[src/rtl/ascon_pkg.sv]
// Shared definitions for the Ascon permutation core.
//   state_t      : 320-bit state, x0 in the top word down to x4 in the bottom word
//   X0..X4       : LSB offsets of each 64-bit word, used as s[Xn +: 64]
//   perm_state_e : FSM states of ascon_perm
//   perm_dbg_t   : debug view of the FSM (state, round index, current round constant)
//   ascon_rc()   : round constant for round index r
//   nr_legal()   : round-count check for a given unroll factor
package ascon_pkg;

   typedef logic [319:0] state_t;

   localparam int X0 = 256;
   localparam int X1 = 192;
   localparam int X2 = 128;
   localparam int X3 = 64;
   localparam int X4 = 0;

   localparam int ROUNDS_MAX = 12;

   typedef enum logic {
      IDLE = 1'b0,
      RUN  = 1'b1
   } perm_state_e;

   typedef struct packed {
      perm_state_e state;
      logic [3:0]  round;
      logic [63:0] rc;
   } perm_dbg_t;

   function automatic logic [63:0] ascon_rc(input logic [3:0] r);
      return {56'd0, 4'hF - r, r};
   endfunction

   // unroll is 1, 2 or 4, so "multiple of unroll" reduces to the low bits being zero.
   function automatic logic nr_legal(input logic [3:0] nr, input int unroll);
      logic [3:0] mask;
      mask = 4'(unroll - 1);
      return (nr != 4'd0) && (nr <= 4'(ROUNDS_MAX)) && ((nr & mask) == 4'd0);
   endfunction

endpackage

[src/rtl/ascon_pl.sv]
// Ascon linear diffusion layer: each word is XORed with two rotations of itself.
//   s_i : state before diffusion
//   s_o : state after diffusion
module ascon_pl
   import ascon_pkg::*;
(
   input  state_t s_i,
   output state_t s_o
);

   function automatic logic [63:0] ror(input logic [63:0] x, input int n);
      return (x >> n) | (x << (64 - n));
   endfunction

   assign s_o[X0 +: 64] = s_i[X0 +: 64] ^ ror(s_i[X0 +: 64], 19) ^ ror(s_i[X0 +: 64], 28);
   assign s_o[X1 +: 64] = s_i[X1 +: 64] ^ ror(s_i[X1 +: 64], 61) ^ ror(s_i[X1 +: 64], 39);
   assign s_o[X2 +: 64] = s_i[X2 +: 64] ^ ror(s_i[X2 +: 64], 1)  ^ ror(s_i[X2 +: 64], 6);
   assign s_o[X3 +: 64] = s_i[X3 +: 64] ^ ror(s_i[X3 +: 64], 10) ^ ror(s_i[X3 +: 64], 17);
   assign s_o[X4 +: 64] = s_i[X4 +: 64] ^ ror(s_i[X4 +: 64], 7)  ^ ror(s_i[X4 +: 64], 41);

endmodule

[src/rtl/ascon_ps.sv]
// Ascon substitution layer: the 5-bit S-box applied bit-sliced to all 64
// columns of the five state words.
//   s_i : state before substitution
//   s_o : state after substitution
module ascon_ps
   import ascon_pkg::*;
(
   input  state_t s_i,
   output state_t s_o
);

   logic [63:0] a0, a1, a2, a3, a4;
   logic [63:0] t0, t1, t2, t3, t4;
   logic [63:0] b0, b1, b2, b3, b4;

   // Input mixing
   assign a0 = s_i[X0 +: 64] ^ s_i[X4 +: 64];
   assign a1 = s_i[X1 +: 64];
   assign a2 = s_i[X2 +: 64] ^ s_i[X1 +: 64];
   assign a3 = s_i[X3 +: 64];
   assign a4 = s_i[X4 +: 64] ^ s_i[X3 +: 64];

   // Chi-like nonlinear step
   assign t0 = ~a0 & a1;
   assign t1 = ~a1 & a2;
   assign t2 = ~a2 & a3;
   assign t3 = ~a3 & a4;
   assign t4 = ~a4 & a0;

   assign b0 = a0 ^ t1;
   assign b1 = a1 ^ t2;
   assign b2 = a2 ^ t3;
   assign b3 = a3 ^ t4;
   assign b4 = a4 ^ t0;

   // Output mixing
   assign s_o[X0 +: 64] = b0 ^ b4;
   assign s_o[X1 +: 64] = b1 ^ b0;
   assign s_o[X2 +: 64] = ~b2;
   assign s_o[X3 +: 64] = b3 ^ b2;
   assign s_o[X4 +: 64] = b4;

endmodule

[src/rtl/ascon_perm.sv]
// Iterative Ascon permutation core, UNROLL rounds per clock.
//   clk_i   : clock
//   rst_i   : asynchronous active-high reset
//   start_i : request, sampled only while idle
//   nr_i    : round count (1..12, multiple of UNROLL)
//   S_i     : input state
//   S_o     : state register (final state once done_o pulses)
//   busy_o  : permutation in progress
//   done_o  : one-cycle pulse, S_o holds the result
//   err_o   : one-cycle pulse, the request was rejected
//   dbg_o   : FSM state, round index and the constant of the first round this cycle
// Handshake: a request is taken on any rising edge where start_i=1 and busy_o=0;
// start_i is ignored while busy_o=1. There is no backpressure on the result.
module ascon_perm
   import ascon_pkg::*;
#(
   parameter int UNROLL = 1
) (
   input  logic       clk_i,
   input  logic       rst_i,
   input  logic       start_i,
   input  logic [3:0] nr_i,
   input  state_t     S_i,
   output state_t     S_o,
   output logic       busy_o,
   output logic       done_o,
   output logic       err_o,
   output perm_dbg_t  dbg_o
);

   perm_state_e state_q;
   logic [3:0]  round_q;
   logic [4:0]  round_nxt;
   state_t      round_out;

   // UNROLL chained rounds: pc inline, then ps, then pl.
   for (genvar u = 0; u < UNROLL; u++) begin : g_round
      state_t s_in, pc_s, ps_s, s_out;

      if (u == 0) begin : g_first
         assign s_in = S_o;
      end else begin : g_next
         assign s_in = g_round[u-1].s_out;
      end

      always_comb begin
         pc_s            = s_in;
         pc_s[X2 +: 64]  = s_in[X2 +: 64] ^ ascon_rc(round_q + 4'(u));
      end

      ascon_ps u_ps (.s_i(pc_s), .s_o(ps_s));
      ascon_pl u_pl (.s_i(ps_s), .s_o(s_out));

      if (u == UNROLL - 1) begin : g_last
         assign round_out = s_out;
      end
   end

   assign round_nxt = {1'b0, round_q} + 5'(UNROLL);

   always_ff @(posedge clk_i or posedge rst_i) begin
      if (rst_i) begin
         state_q <= IDLE;
         S_o     <= '0;
         round_q <= '0;
         busy_o  <= 1'b0;
         done_o  <= 1'b0;
         err_o   <= 1'b0;
      end else begin
         done_o <= 1'b0;
         err_o  <= 1'b0;
         case (state_q)
            IDLE: begin
               if (start_i) begin
                  if (nr_legal(nr_i, UNROLL)) begin
                     S_o     <= S_i;
                     // Short permutations use the last nr rounds of p12.
                     round_q <= 4'(ROUNDS_MAX) - nr_i;
                     state_q <= RUN;
                     busy_o  <= 1'b1;
                  end else begin
                     err_o <= 1'b1;
                  end
               end
            end
            RUN: begin
               S_o     <= round_out;
               round_q <= round_nxt[3:0];
               if (round_nxt >= 5'(ROUNDS_MAX)) begin
                  state_q <= IDLE;
                  busy_o  <= 1'b0;
                  done_o  <= 1'b1;
               end
            end
            default: state_q <= IDLE;
         endcase
      end
   end

   always_comb begin
      dbg_o       = '0;
      dbg_o.state = state_q;
      dbg_o.round = round_q;
      dbg_o.rc    = ascon_rc(round_q);
   end

endmodule

[config.mk]
export PLATFORM = sky130hd
export DESIGN_NAME = ascon_perm
export DESIGN_NICKNAME = d
export VERILOG_FILES = /design/src/rtl/ascon_pkg.sv /design/src/rtl/ascon_pl.sv /design/src/rtl/ascon_ps.sv /design/src/rtl/ascon_perm.sv
export SDC_FILE = /design/constraint.sdc
export NUM_CORES = 1
export LEC_CHECK = 0
export CORE_MARGIN = 1.5
export CORE_UTILIZATION = 25
export CTS_CLUSTER_SIZE = 40
export DETAILED_ROUTE_END_ITERATION = 7
export PLACE_DENSITY_LB_ADDON = 0.12
export SLEW_MARGIN = 20
export SYNTH_ARGS = -nofsm -noshare
export SYNTH_HDL_FRONTEND = slang
export SYNTH_HIERARCHICAL = 1
export SYNTH_SLANG_ARGS = --single-unit
[constraint.sdc]
create_clock -name clk_i -period 24 [get_ports clk_i]
set_input_delay 3.6 -clock clk_i [delete_from_list [all_inputs] [get_ports clk_i]]
set_output_delay 3.6 -clock clk_i [all_outputs]
set_load 0.02 [all_outputs]
==> impl_summary.log, run 1 <==
INFO  metric hold_fails_final_rpt = 0
INFO  metric post_layout_nonfiller_instances = 5652
INFO  metric crit_path_end_kind = flop
INFO  metric cts_max_level = 2
INFO  metric finalMaxSlewViolations = 0
INFO  metric route.detailed.wl_per_inst = 33.9 microns
INFO  metric die-height = 379 microns
INFO  metric dpl.hpwl = 161 mm
INFO  metric cp.arrival = 8.72 ns
INFO  metric fp-row-count = 137
INFO  metric hold_buffers = 0
INFO  metric synth_enable_flop_cells = 0
INFO  metric number_of_top_level_design_ports = 719
INFO  metric netlist_instances = 3421
INFO  metric outcome = finished clean
INFO  metric muxShareOfSynthArea = 9.33%
INFO  metric seq_area = 0.00821 sq mm
INFO  metric worstSetupStartpointType = input port
INFO  metric critPathMostFrequentCell = sky130_fd_sc_hd__buf_4
INFO  metric final.min_clock_period = 8.22 ns
INFO  metric cts-root-to-sink-buffers = 3
INFO  metric tightestPinTransition = 1.32 ns
INFO  metric synth_common_cells = sky130_fd_sc_hd__nand2_1 (451), sky130_fd_sc_hd__buf_4 (376), sky130_fd_sc_hd__mux2i_1 (329)
INFO  metric clk_pin_slew_worst_paths = 0.06 ns
INFO  metric drt_pass1_iterations = 7
INFO  metric synth.ff_latch_count = 328
INFO  metric r2r_start = round_q[1]
INFO  metric cts_tree = done
INFO  metric post-cts-setup-buffer-count = 0
INFO  metric synth.top_cell.area_share = 23.2%
INFO  metric finalSetupViolations = 0
INFO  metric asyncSetResetFlopFracSynth = 100%
INFO  metric gr-total-overflow = 0
INFO  metric drive_above_1_share = 4.85%
INFO  metric synth_warnings = 6
INFO  metric synth-main-ff-cell = sky130_fd_sc_hd__dfrtp_1
INFO  metric die_w = 379 microns
INFO  metric hold_depth = 2
INFO  metric vias = 27101
INFO  metric post_synth_instance_area = 0.0353 sq mm
INFO  metric cpPeakStageDelay = 0.94 ns
INFO  metric crit_slowest_cell = sky130_fd_sc_hd__buf_4
INFO  metric reg2reg_slack = 20.32 ns
INFO  metric yosysUniqueCellTypes = 38
INFO  metric maxCapViolations = 0
INFO  metric synth_top_family_by_area = XOR/XNOR gates
INFO  metric area_of_the_multi_input_gates = 0.0231 sq mm
INFO  metric fp.dieArea = 0.143 sq mm
INFO  metric critical_path.reg2reg.endpoint = S_o[69]
INFO  metric first_global_vias = 27069
INFO  metric fill_cells = 14678
INFO  metric drt-total-wl = 192 mm
INFO  metric fin_nets = 4195
INFO  metric final.period_utilization = 34.3%
INFO  metric synth_compound_area_share = 9.47%
INFO  metric grtUsageTotal = 26.0%
INFO  metric post_cts.resized_instances = 0
INFO  metric clock-sinks = 328
INFO  metric core_area = 0.140 sq mm
INFO  metric crit_path_max_fo = 54
INFO  metric timing_worst_setup_path_type = in -> reg
INFO  metric synthAdderAreaFrac = 5.66%
INFO  metric clkLatencyLatePin = 0.65 ns
INFO  metric grt_antenna_before_repair = 18
INFO  metric worst_hold_slack = 0.552 ns
INFO  metric start_util = 25.2%
INFO  metric numPortBuffers = 662
INFO  metric post-synth-top-count-cell = sky130_fd_sc_hd__nand2_1
INFO  metric place.gp.congestion = 0.951
INFO  metric slew_headroom = 11.3%
INFO  metric synthSimpleGateAreaFrac = 5.38%
INFO  metric clock-root-buffer = sky130_fd_sc_hd__clkbuf_16
INFO  metric hold_end = busy_o
INFO  metric largest_net_degree_at_the_start_of_global_routing = 97
INFO  metric syn_avg_cell_area = 10.3 sq um
INFO  metric worst-endpoint-required = 24.49 ns
INFO  metric drt_first_iter_violations = 2404
INFO  metric synth.area.top_cells = sky130_fd_sc_hd__dfrtp_1 (23%), sky130_fd_sc_hd__xor3_1 (20%), sky130_fd_sc_hd__mux2i_1 (9.3%)
INFO  metric timing.clock.skew = 0.0281 ns
INFO  metric synth_xor_xnor_area_share = 34.8%
INFO  metric ff2ff_path_depth = 6
INFO  metric areaGrowthSynthToFinish = 21.9%
INFO  metric dp.cells = 5563
INFO  metric fmax = 0.122 GHz
INFO  metric min_path_type = reg -> reg
INFO  metric grt_first_pass_wirelength = 249 mm
INFO  metric setup-tns-final = 0 ns
INFO  metric remaining_drc_errors = 0
INFO  metric viasPerCell = 4.79
INFO  metric detail_route_antenna_nets = 0
INFO  metric cts-buffers-inserted = 48
INFO  metric synth_largest_area_cell = sky130_fd_sc_hd__dfrtp_1
INFO  metric grt_setup_unrepaired = no
INFO  metric worst_hold_startpoint = busy_o
INFO  metric worstPathCellList = clkdlybuf4s50_1 > inv_1 > ha_1 > buf_4 > or3b_4 > nand3_4 > buf_4 > buf_4 > buf_4 > mux2i_1 > o21ai_1
INFO  metric ys_seq_area_share = 23.2%
final cells by class:
| cell class | count | area share (%) |
|---|---|---|
| clock buffers | 67 | 3.21 |
| inverters | 172 | 1.52 |
| flip-flops and latches | 328 | 19.1 |
| diodes | 5 | 0.0291 |
| repair buffers | 732 | 16.6 |
| well taps | 1876 | 5.45 |
| multi-input cells | 2455 | 53.6 |
| clock inverters | 17 | 0.465 |
how the worst max path moves through the flow:
stage	endpoint	from	depth (start not counted)	slack, ns
5_1_grt	S_o[112]	nr_i[0]	11	15.63
4_1_cts	S_o[180]	nr_i[0]	11	15.89
2_1_floorplan	S_o[0]	rst_i	1	11.32
6_report	S_o[180]	nr_i[0]	11	15.78
3_3_place_gp	S_o[302]	nr_i[0]	11	15.22
3_5_place_dp	S_o[180]	nr_i[0]	11	15.16
sequential cells by signal, summed over array words and instances, names as in the netlist:
name and flops:
busy_o 1, err_o 1, state_q 1, round_q 4, S_o 320, done_o 1
cells in the final DEF, fill, tap and decap left out, types with 30 or more instances in the layout:
cell type,netlist,routed
sky130_fd_sc_hd__a21oi_1,90,90
sky130_fd_sc_hd__xor2_1,261,261
sky130_fd_sc_hd__o22ai_1,118,118
sky130_fd_sc_hd__buf_4,376,70
sky130_fd_sc_hd__maj3_1,36,36
sky130_fd_sc_hd__clkbuf_16,0,49
sky130_fd_sc_hd__nor2_1,31,31
sky130_fd_sc_hd__o21ai_1,236,236
sky130_fd_sc_hd__xnor2_1,263,257
sky130_fd_sc_hd__nand2_1,451,449
sky130_fd_sc_hd__mux2i_1,329,329
sky130_fd_sc_hd__o2bb2ai_1,30,30
sky130_fd_sc_hd__xor3_1,299,299
sky130_fd_sc_hd__ha_1,131,131
sky130_fd_sc_hd__conb_1,1,56
sky130_fd_sc_hd__clkdlybuf4s50_1,0,661
sky130_fd_sc_hd__inv_1,172,170
sky130_fd_sc_hd__dfrtp_1,328,327
layer usage:
metal / GRT usage (%) / vias to the layer above / wire, microns
met5: 0 / - / 142
met4: 6.35 / 22 / 4830
met3: 4.58 / 161 / 12700
met2: 44.0 / 1076 / 92500
met1: 34.2 / 13926 / 81700
li1: - / 11916 / -
stage by stage:
| step | area, sq um | utilization (%) | setup WS (ns) |
|---|---|---|---|
| CTS | 43000 | 30.8 | 15.89 |
| finish | 43000 | 30.8 | 15.78 |
| floorplan | 35500 | - | 11.32 |
| global placement | 41400 | 29.6 | 15.22 |
| global route | 43000 | 30.8 | 15.63 |
| detailed placement | 41400 | 29.6 | 15.16 |
worst max-delay path, delay by kind of cell:
| kind | cells | cell delay, ns |
|---|---|---|
| buffers and inverters | 6 | 3.38 |
| adders and majority gates | 1 | 0.14 |
| muxes | 1 | 0.30 |
| and+or+nand+nor | 2 | 0.93 |
| AOI/OAI and AO/OA | 1 | 0.08 |
cells by family (layout without fill, tap and decap cells):
kind of cell | after synthesis | in the layout
AO/OA/AOI/OAI | 564 | 564
XOR/XNOR | 844 | 844
adder cells (fa/ha/maj) | 167 | 167
buffers and inverters | 693 | 988
flip-flops | 328 | 328
multiplexers | 329 | 329
other | 1 | 61
AND/OR/NAND/NOR | 495 | 495
Power of run 1 is left out: the tool's default activity adds up to more than one toggle a clock period on the data nets, which glitch-free logic cannot reach.
==> run 2: changes to the inputs <==
==> constraint.sdc (replaced) <==
create_clock -name clk_i -period 8.4 [get_ports clk_i]
set_input_delay 1.26 -clock clk_i [delete_from_list [all_inputs] [get_ports clk_i]]
set_output_delay 1.26 -clock clk_i [all_outputs]
set_load 0.02 [all_outputs]
==> run 2 against run 1 <==
Net effect: sequential cell count unchanged; core utilization about the same; non-clock buffer count down 8; via count about the same; cell area about the same; highest routed layer unchanged; first-iteration DRC count up 14%.
==> impl_summary.log, run 2 (synthesis results as in run 1) <==
INFO  metric grt_antenna_before_repair = 16 (-2)
INFO  metric cts-root-to-sink-buffers = 3 (unchanged)
INFO  metric area_of_the_multi_input_gates = 0.0231 sq mm (about the same)
INFO  metric first_global_vias = 26952 (-0.43%)
INFO  metric post_cts.resized_instances = 0 (unchanged)
INFO  metric ff2ff_path_depth = 6 (unchanged)
INFO  metric die-height = 379 microns (unchanged)
INFO  metric post-cts-setup-buffer-count = 0 (unchanged)
INFO  metric finalSetupViolations = 0 (unchanged)
INFO  metric hold_depth = 2 (unchanged)
INFO  metric final.min_clock_period = 4.15 ns
INFO  metric fp-row-count = 137 (unchanged)
INFO  metric met1_usage = 34.2% (+0.052 points)
INFO  metric family_with_the_most_delay_on_the_worst_path = buffers and inverters
INFO  metric grt_most_used_layer = met2
INFO  metric seq_area = 0.00821 sq mm (unchanged)
INFO  metric worst-endpoint-required = 8.88 ns (-15.61 ns)
INFO  metric fmax = 0.241 GHz
INFO  metric fin_nets = 4187 (-0.19%)
INFO  metric drt_pass1_iterations = 7 (unchanged)
INFO  metric drive_above_1_share = 4.46% (-0.39 points)
INFO  metric worstPathCellList = clkdlybuf4s50_1 > inv_1 > ha_1 > buf_4 > or3b_4 > nand3_4 > buf_12 > buf_4 > mux2i_1 > o21ai_1
INFO  metric drt-total-wl = 192 mm (+0.21%)
INFO  metric layout_common_cells = sky130_fd_sc_hd__clkdlybuf4s50_1 (661), sky130_fd_sc_hd__nand2_1 (451), sky130_fd_sc_hd__mux2i_1 (329), sky130_fd_sc_hd__dfrtp_1 (327), sky130_fd_sc_hd__xor3_1 (299)
INFO  metric crit_slowest_cell = sky130_fd_sc_hd__buf_4
INFO  metric dpl.hpwl = 160 mm (-0.38%)
INFO  metric min_path_type = reg -> reg
INFO  metric r2r_start = round_q[1]
INFO  metric tightestPinTransition = 1.30 ns (-0.0229 ns)
INFO  metric slew_headroom = 12.8% (+1.5 points)
INFO  metric largest_net_degree_at_the_start_of_global_routing = 127 (+31%)
INFO  metric cpPeakStageDelay = 0.69 ns (-0.25 ns)
INFO  metric critical_path_buf_inv_count = 5 (-1)
INFO  metric drt_first_iter_violations = 2738 (+14%)
INFO  metric core_area = 0.140 sq mm (unchanged)
INFO  metric timing.clock.skew = 0.0435 ns (+0.0154 ns)
INFO  metric cts_max_level = 2 (unchanged)
INFO  metric maxCapViolations = 0 (unchanged)
INFO  metric viasPerCell = 4.80 (+0.19%)
INFO  metric vias = 27105 (+0.015%)
INFO  metric grt_first_pass_wirelength = 250 mm (+0.44%)
INFO  metric fp.dieArea = 0.143 sq mm (unchanged)
INFO  metric gr-usage-met2 = 43.7% (-0.23 points)
INFO  metric timing_worst_setup_path_type = in -> reg
INFO  metric reg_top3 = S_o x320, round_q x4
INFO  metric hold_fails_final_rpt = 0 (unchanged)
INFO  metric place.gp.congestion = 0.978 (+2.8%)
INFO  metric worstSetupStartpointType = input port
INFO  metric top_reg_by_flops = S_o
INFO  metric route.detailed.wl_per_inst = 34.1 microns (+0.39%)
INFO  metric remaining_drc_errors = 0 (unchanged)
INFO  metric worst_hold_startpoint = busy_o
INFO  metric finalMaxSlewViolations = 0 (unchanged)
INFO  metric hold_end = busy_o
INFO  metric cts-buffers-inserted = 48 (unchanged)
INFO  metric grtUsageTotal = 26.1% (+0.078 points)
INFO  metric die_w = 379 microns (unchanged)
INFO  metric largest_register_ffs = 320 (unchanged)
INFO  metric hold_buffers = 0 (unchanged)
INFO  metric fill_cells = 14646 (-0.22%)
INFO  metric reg2reg_slack = 4.72 ns (-15.60 ns)
INFO  metric clk_pin_slew_worst_paths = 0.05 ns (about the same)
INFO  metric use_met3 = 4.19% (-0.39 points)
INFO  metric outcome = finished clean
INFO  metric clock-root-buffer = sky130_fd_sc_hd__clkbuf_16
INFO  metric detail_route_antenna_nets = 0 (unchanged)
INFO  metric setup-tns-final = 0 ns (unchanged)
INFO  metric areaGrowthSynthToFinish = 21.9% (about the same)
INFO  metric number_of_top_level_design_ports = 719 (unchanged)
INFO  metric clock-sinks = 328 (unchanged)
INFO  metric most_common_cell_after_layout_fill_and_taps_aside = sky130_fd_sc_hd__clkdlybuf4s50_1
INFO  metric finish.utilization = 30.8% (about the same)
INFO  metric final.period_utilization = 49.4%
INFO  metric start_util = 25.2% (unchanged)
INFO  metric critical_path.reg2reg.endpoint = S_o[65]
INFO  metric critPathMostFrequentCell = sky130_fd_sc_hd__buf_4
INFO  metric clkLatencyLatePin = 0.66 ns (about the same)
INFO  metric cts_tree = done
INFO  metric crit_path_max_fo = 83 (+54%)
INFO  metric crit_path_end_kind = flop
INFO  metric gr-total-overflow = 0 (unchanged)
INFO  metric grt_setup_unrepaired = no
INFO  metric numPortBuffers = 662 (unchanged)
INFO  metric cp.arrival = 4.64 ns (-4.08 ns)
[run 2: cell types whose count changed in the layout (fill, tap and decap cells not counted), moves of 2 or more]
cell                         before  now
sky130_fd_sc_hd__nand2_1        449  451
sky130_fd_sc_hd__nand2_2          2    0
sky130_fd_sc_hd__clkbuf_8         9    7
sky130_fd_sc_hd__diode_2          5    3
sky130_fd_sc_hd__buf_4           70   58
sky130_fd_sc_hd__xor2_2           0    3
sky130_fd_sc_hd__buf_12           0    4
sky130_fd_sc_hd__clkinv_2         8    5
sky130_fd_sc_hd__xnor2_1        257  261
sky130_fd_sc_hd__inv_6            2    0
sky130_fd_sc_hd__clkinvlp_4       3    5
sky130_fd_sc_hd__xnor2_2          6    2
sky130_fd_sc_hd__clkbuf_1         9   13
sky130_fd_sc_hd__xor2_1         261  258
[run 2: metrics by stage]
stage / std cells / cell area (sq um) / hold WS, ns / setup slack (ns)
global placement: 5555 / 41400 / 0.553 / 3.52
finish: 5642 / 43000 / 0.543 / 4.25
CTS: 5639 / 43000 / 0.556 / 4.16
global route: 5639 / 43000 / 0.577 / 4.02
detailed placement: 5555 / 41400 / 0.538 / 3.49
floorplan: 3476 / 35500 / 0.565 / 2.76
[run 2: tightest hold or removal path: cells and delay by family (launching register included)]
family | cells | cell delay [ns]
AOI/OAI and AO/OA | 1 | 0.06
and+or+nand+nor | 1 | 0.08
DFF | 1 | 0.37
[run 2: final cells by class]
| type | count | area share (%) |
|---|---|---|
| clock buffers | 69 | 3.19 |
| inverters | 172 | 1.51 |
| flip-flops and latches | 328 | 19.1 |
| multi-input cells | 2455 | 53.6 |
| clock inverters | 15 | 0.523 |
| repair buffers | 724 | 16.6 |
| well taps | 1876 | 5.46 |
| diodes | 3 | 0.0174 |
[run 2: how the worst max path moves through the flow]
stage            start  endpoint  slack, ns  cells past startpoint
6_report       nr_i[0]  S_o[108]       4.25                     10
5_1_grt        nr_i[0]  S_o[202]       4.02                     10
4_1_cts        nr_i[0]  S_o[108]       4.16                     10
3_5_place_dp   nr_i[0]  S_o[108]       3.49                     10
3_3_place_gp   nr_i[0]   S_o[55]       3.52                     10
2_1_floorplan    rst_i    S_o[0]       2.76                      1
[run 2: layer usage]
metal  share of wire, %  wire [microns]
met1                 42           81400
met2                 48           91500
met3                6.7           12900
met4                3.3            6280
met5              0.046              89
Power of run 2 is left out for the same reason.
==> run 3: changes to the inputs <==
==> constraint.sdc (replaced) <==
create_clock -name clk_i -period 3.4 [get_ports clk_i]
set_input_delay 0.51 -clock clk_i [delete_from_list [all_inputs] [get_ports clk_i]]
set_output_delay 0.51 -clock clk_i [all_outputs]
set_load 0.02 [all_outputs]
==> run 3 against run 2 <==
Net effect: sequential share of layout area fell by 1.0 points; critical path depth fell by 3; via count rose by 5.3%; register-to-register slack got worse by 4.2 ns; wire length rose by 2.3%; non-clock buffer count rose by 277; clock-buffer cell count fell by 8; global-route usage rose by 0.63 points; worst hold slack got worse by 0.26 ns.
==> impl_summary.log, run 3 (synthesis results as in run 1) <==
INFO  metric outcome = finished clean
INFO  metric clkLatencyLatePin = 0.65 ns (about the same)
INFO  metric route.detailed.wl_per_inst = 33.2 microns (-2.6%)
INFO  metric reg2reg_slack = 0.55 ns (-4.17 ns)
INFO  metric post_cts.resized_instances = 0 (unchanged)
INFO  metric hold_buffers = 0 (unchanged)
INFO  metric ff2ff_path_depth = 7 (+1)
INFO  metric grt_setup_unrepaired = no
INFO  metric r2r_start = S_o[25]
INFO  metric cp.arrival = 3.34 ns (-1.30 ns)
INFO  metric tightestPinTransition = 0.996 ns (-0.303 ns)
INFO  metric cts_tree = done
INFO  metric worstSetupStartpointType = flop
INFO  metric crit_path_max_fo = 6 (-93%)
INFO  metric worst-endpoint-required = 3.89 ns (-4.99 ns)
INFO  metric cp-startpoint = S_o[25]
INFO  metric fp.dieArea = 0.143 sq mm (unchanged)
INFO  metric reg_top3 = S_o x320, round_q x4
INFO  metric dpl.hpwl = 167 mm (+4.2%)
INFO  metric area_of_the_multi_input_gates = 0.0230 sq mm (-0.19%)
INFO  metric place.gp.congestion = 0.971 (-0.64%)
INFO  metric vias = 28546 (+5.3%)
INFO  metric clock-sinks = 328 (unchanged)
INFO  metric critical_path.reg2reg.endpoint = S_o[217]
INFO  metric finalSetupViolations = 0 (unchanged)
INFO  metric route.top_layer_used = met5
INFO  metric die_w = 379 microns (unchanged)
INFO  metric final.period_utilization = 83.9%
INFO  metric top_reg_by_flops = S_o
INFO  metric fin_nets = 4464 (+6.6%)
INFO  metric layout_common_cells = sky130_fd_sc_hd__clkdlybuf4s50_1 (661), sky130_fd_sc_hd__nand2_1 (451), sky130_fd_sc_hd__mux2i_1 (329), sky130_fd_sc_hd__dfrtp_1 (327), sky130_fd_sc_hd__buf_4 (322)
INFO  metric drt_first_iter_violations = 2668 (-2.6%)
INFO  metric clk_pin_slew_worst_paths = 0.06 ns (about the same)
INFO  metric post-cts-setup-buffer-count = 0 (unchanged)
INFO  metric viasPerCell = 4.82 (+0.29%)
INFO  metric gr-total-overflow = 0 (unchanged)
INFO  metric seq_area = 0.00821 sq mm (unchanged)
INFO  metric hold_fails_final_rpt = 0 (unchanged)
INFO  metric fp-row-count = 137 (unchanged)
INFO  metric timing.clock.skew = 0.0252 ns (-0.0183 ns)
INFO  metric cts_max_level = 2 (unchanged)
INFO  metric detailroute.wirelength.met2 = 94.2 mm (+3.0%)
INFO  metric drt_pass1_iterations = 5 (-2)
INFO  metric largest_net_degree_at_the_start_of_global_routing = 125 (-1.6%)
INFO  metric cts-root-to-sink-buffers = 3 (unchanged)
INFO  metric slew_headroom = 33.4% (+21 points)
INFO  metric remaining_drc_errors = 0 (unchanged)
INFO  metric areaGrowthSynthToFinish = 28.6%
INFO  metric start_util = 25.2% (unchanged)
INFO  metric finish.utilization = 32.5% (+1.7 points)
INFO  metric most_common_cell_after_layout_fill_and_taps_aside = sky130_fd_sc_hd__clkdlybuf4s50_1
INFO  metric first_global_vias = 28765 (+6.7%)
INFO  metric largest_register_ffs = 320 (unchanged)
INFO  metric core_area = 0.140 sq mm (unchanged)
INFO  metric fmax = 0.350 GHz
INFO  metric min_path_type = in -> async
INFO  metric number_of_top_level_design_ports = 719 (unchanged)
INFO  metric cts-buffers-inserted = 48 (unchanged)
INFO  metric clock-root-buffer = sky130_fd_sc_hd__clkbuf_16
INFO  metric grt_first_pass_wirelength = 258 mm (+3.1%)
INFO  metric grt_antenna_before_repair = 19 (+3)
INFO  metric die-height = 379 microns (unchanged)
INFO  metric fill_cells = 14591 (-0.38%)
INFO  metric detailroute.wirelength.met3 = 14.0 mm (+8.2%)
INFO  metric wl_met1 = 82.1 mm (+0.81%)
INFO  metric final.min_clock_period = 2.85 ns
INFO  metric numPortBuffers = 662 (unchanged)
INFO  metric crit_path_end_kind = flop
INFO  metric timing.critical_path.to = S_o[217]
INFO  metric timing_worst_setup_path_type = reg -> reg
INFO  metric grtUsageTotal = 26.7% (+0.63 points)
INFO  metric maxCapViolations = 0 (unchanged)
INFO  metric finalMaxSlewViolations = 0 (unchanged)
INFO  metric drt-total-wl = 197 mm (+2.3%)
INFO  metric drive_above_1_share = 11.2% (+6.8 points)
INFO  metric detail_route_antenna_nets = 0 (unchanged)
==> run 3: cell types whose count changed in the layout (fill, tap and decap cells not counted), moves of 3 or more <==
cell,before,now
sky130_fd_sc_hd__clkinv_2,5,9
sky130_fd_sc_hd__clkinv_4,0,3
sky130_fd_sc_hd__clkbuf_1,13,4
sky130_fd_sc_hd__buf_4,58,322
sky130_fd_sc_hd__bufinv_16,5,9
sky130_fd_sc_hd__xor2_1,258,261
sky130_fd_sc_hd__xor2_2,3,0
sky130_fd_sc_hd__buf_12,4,17
==> run 3: through the flow <==
| step | setup TNS (ns) | hold WS, ns | cells | setup slack, ns | area [sq um] |
|---|---|---|---|---|---|
| detailed placement | 0 | 0.519 | 5832 | 0.393 | 43600 |
| global route | 0 | 0.313 | 5924 | 0.524 | 45400 |
| finish | 0 | 0.280 | 5925 | 0.546 | 45400 |
| CTS | 0 | 0.261 | 5922 | 0.615 | 45400 |
| global placement | 0 | 0.508 | 5832 | 0.389 | 43600 |
| floorplan | -488.29 | 0.565 | 3476 | -1.49 | 35500 |
==> run 3: area by class of cell <==
type / instances / area share [%]
multi-input cells: 2455 / 50.7
repair buffers: 1001 / 20.7
flip-flops and latches: 328 / 18.1
well taps: 1876 / 5.17
clock buffers: 61 / 3.00
inverters: 172 / 1.43
clock inverters: 29 / 0.918
diodes: 3 / 0.0165
==> run 3: worst min path at each step <==
stage	start	endpoint	slack, ns
3_5_place_dp	busy_o	busy_o	0.52
3_3_place_gp	busy_o	busy_o	0.51
5_1_grt	rst_i	err_o	0.31
2_1_floorplan	S_o[192]	S_o[192]	0.56
4_1_cts	rst_i	err_o	0.26
6_report	rst_i	err_o	0.28
==> run 3: per-layer routing <==
| layer | track usage [%] | vias to the layer above |
|---|---|---|
| li1 | - | 12460 |
| met1 | 34.4 | 14571 |
| met2 | 45.0 | 1270 |
| met3 | 5.07 | 227 |
| met4 | 8.05 | 18 |
| met5 | 0 | - |
==> run 3: critical path, cell delays in order (launching register included) <==
cell and delay, ns:
sky130_fd_sc_hd__dfrtp_1 0.45, sky130_fd_sc_hd__buf_4 0.20, sky130_fd_sc_hd__xnor2_1 0.30, sky130_fd_sc_hd__xor2_1 0.13, sky130_fd_sc_hd__xnor2_1 0.69, sky130_fd_sc_hd__xor3_1 0.66, sky130_fd_sc_hd__o22ai_1 0.19, sky130_fd_sc_hd__a21oi_1 0.07
Power of run 3 is left out for the same reason.
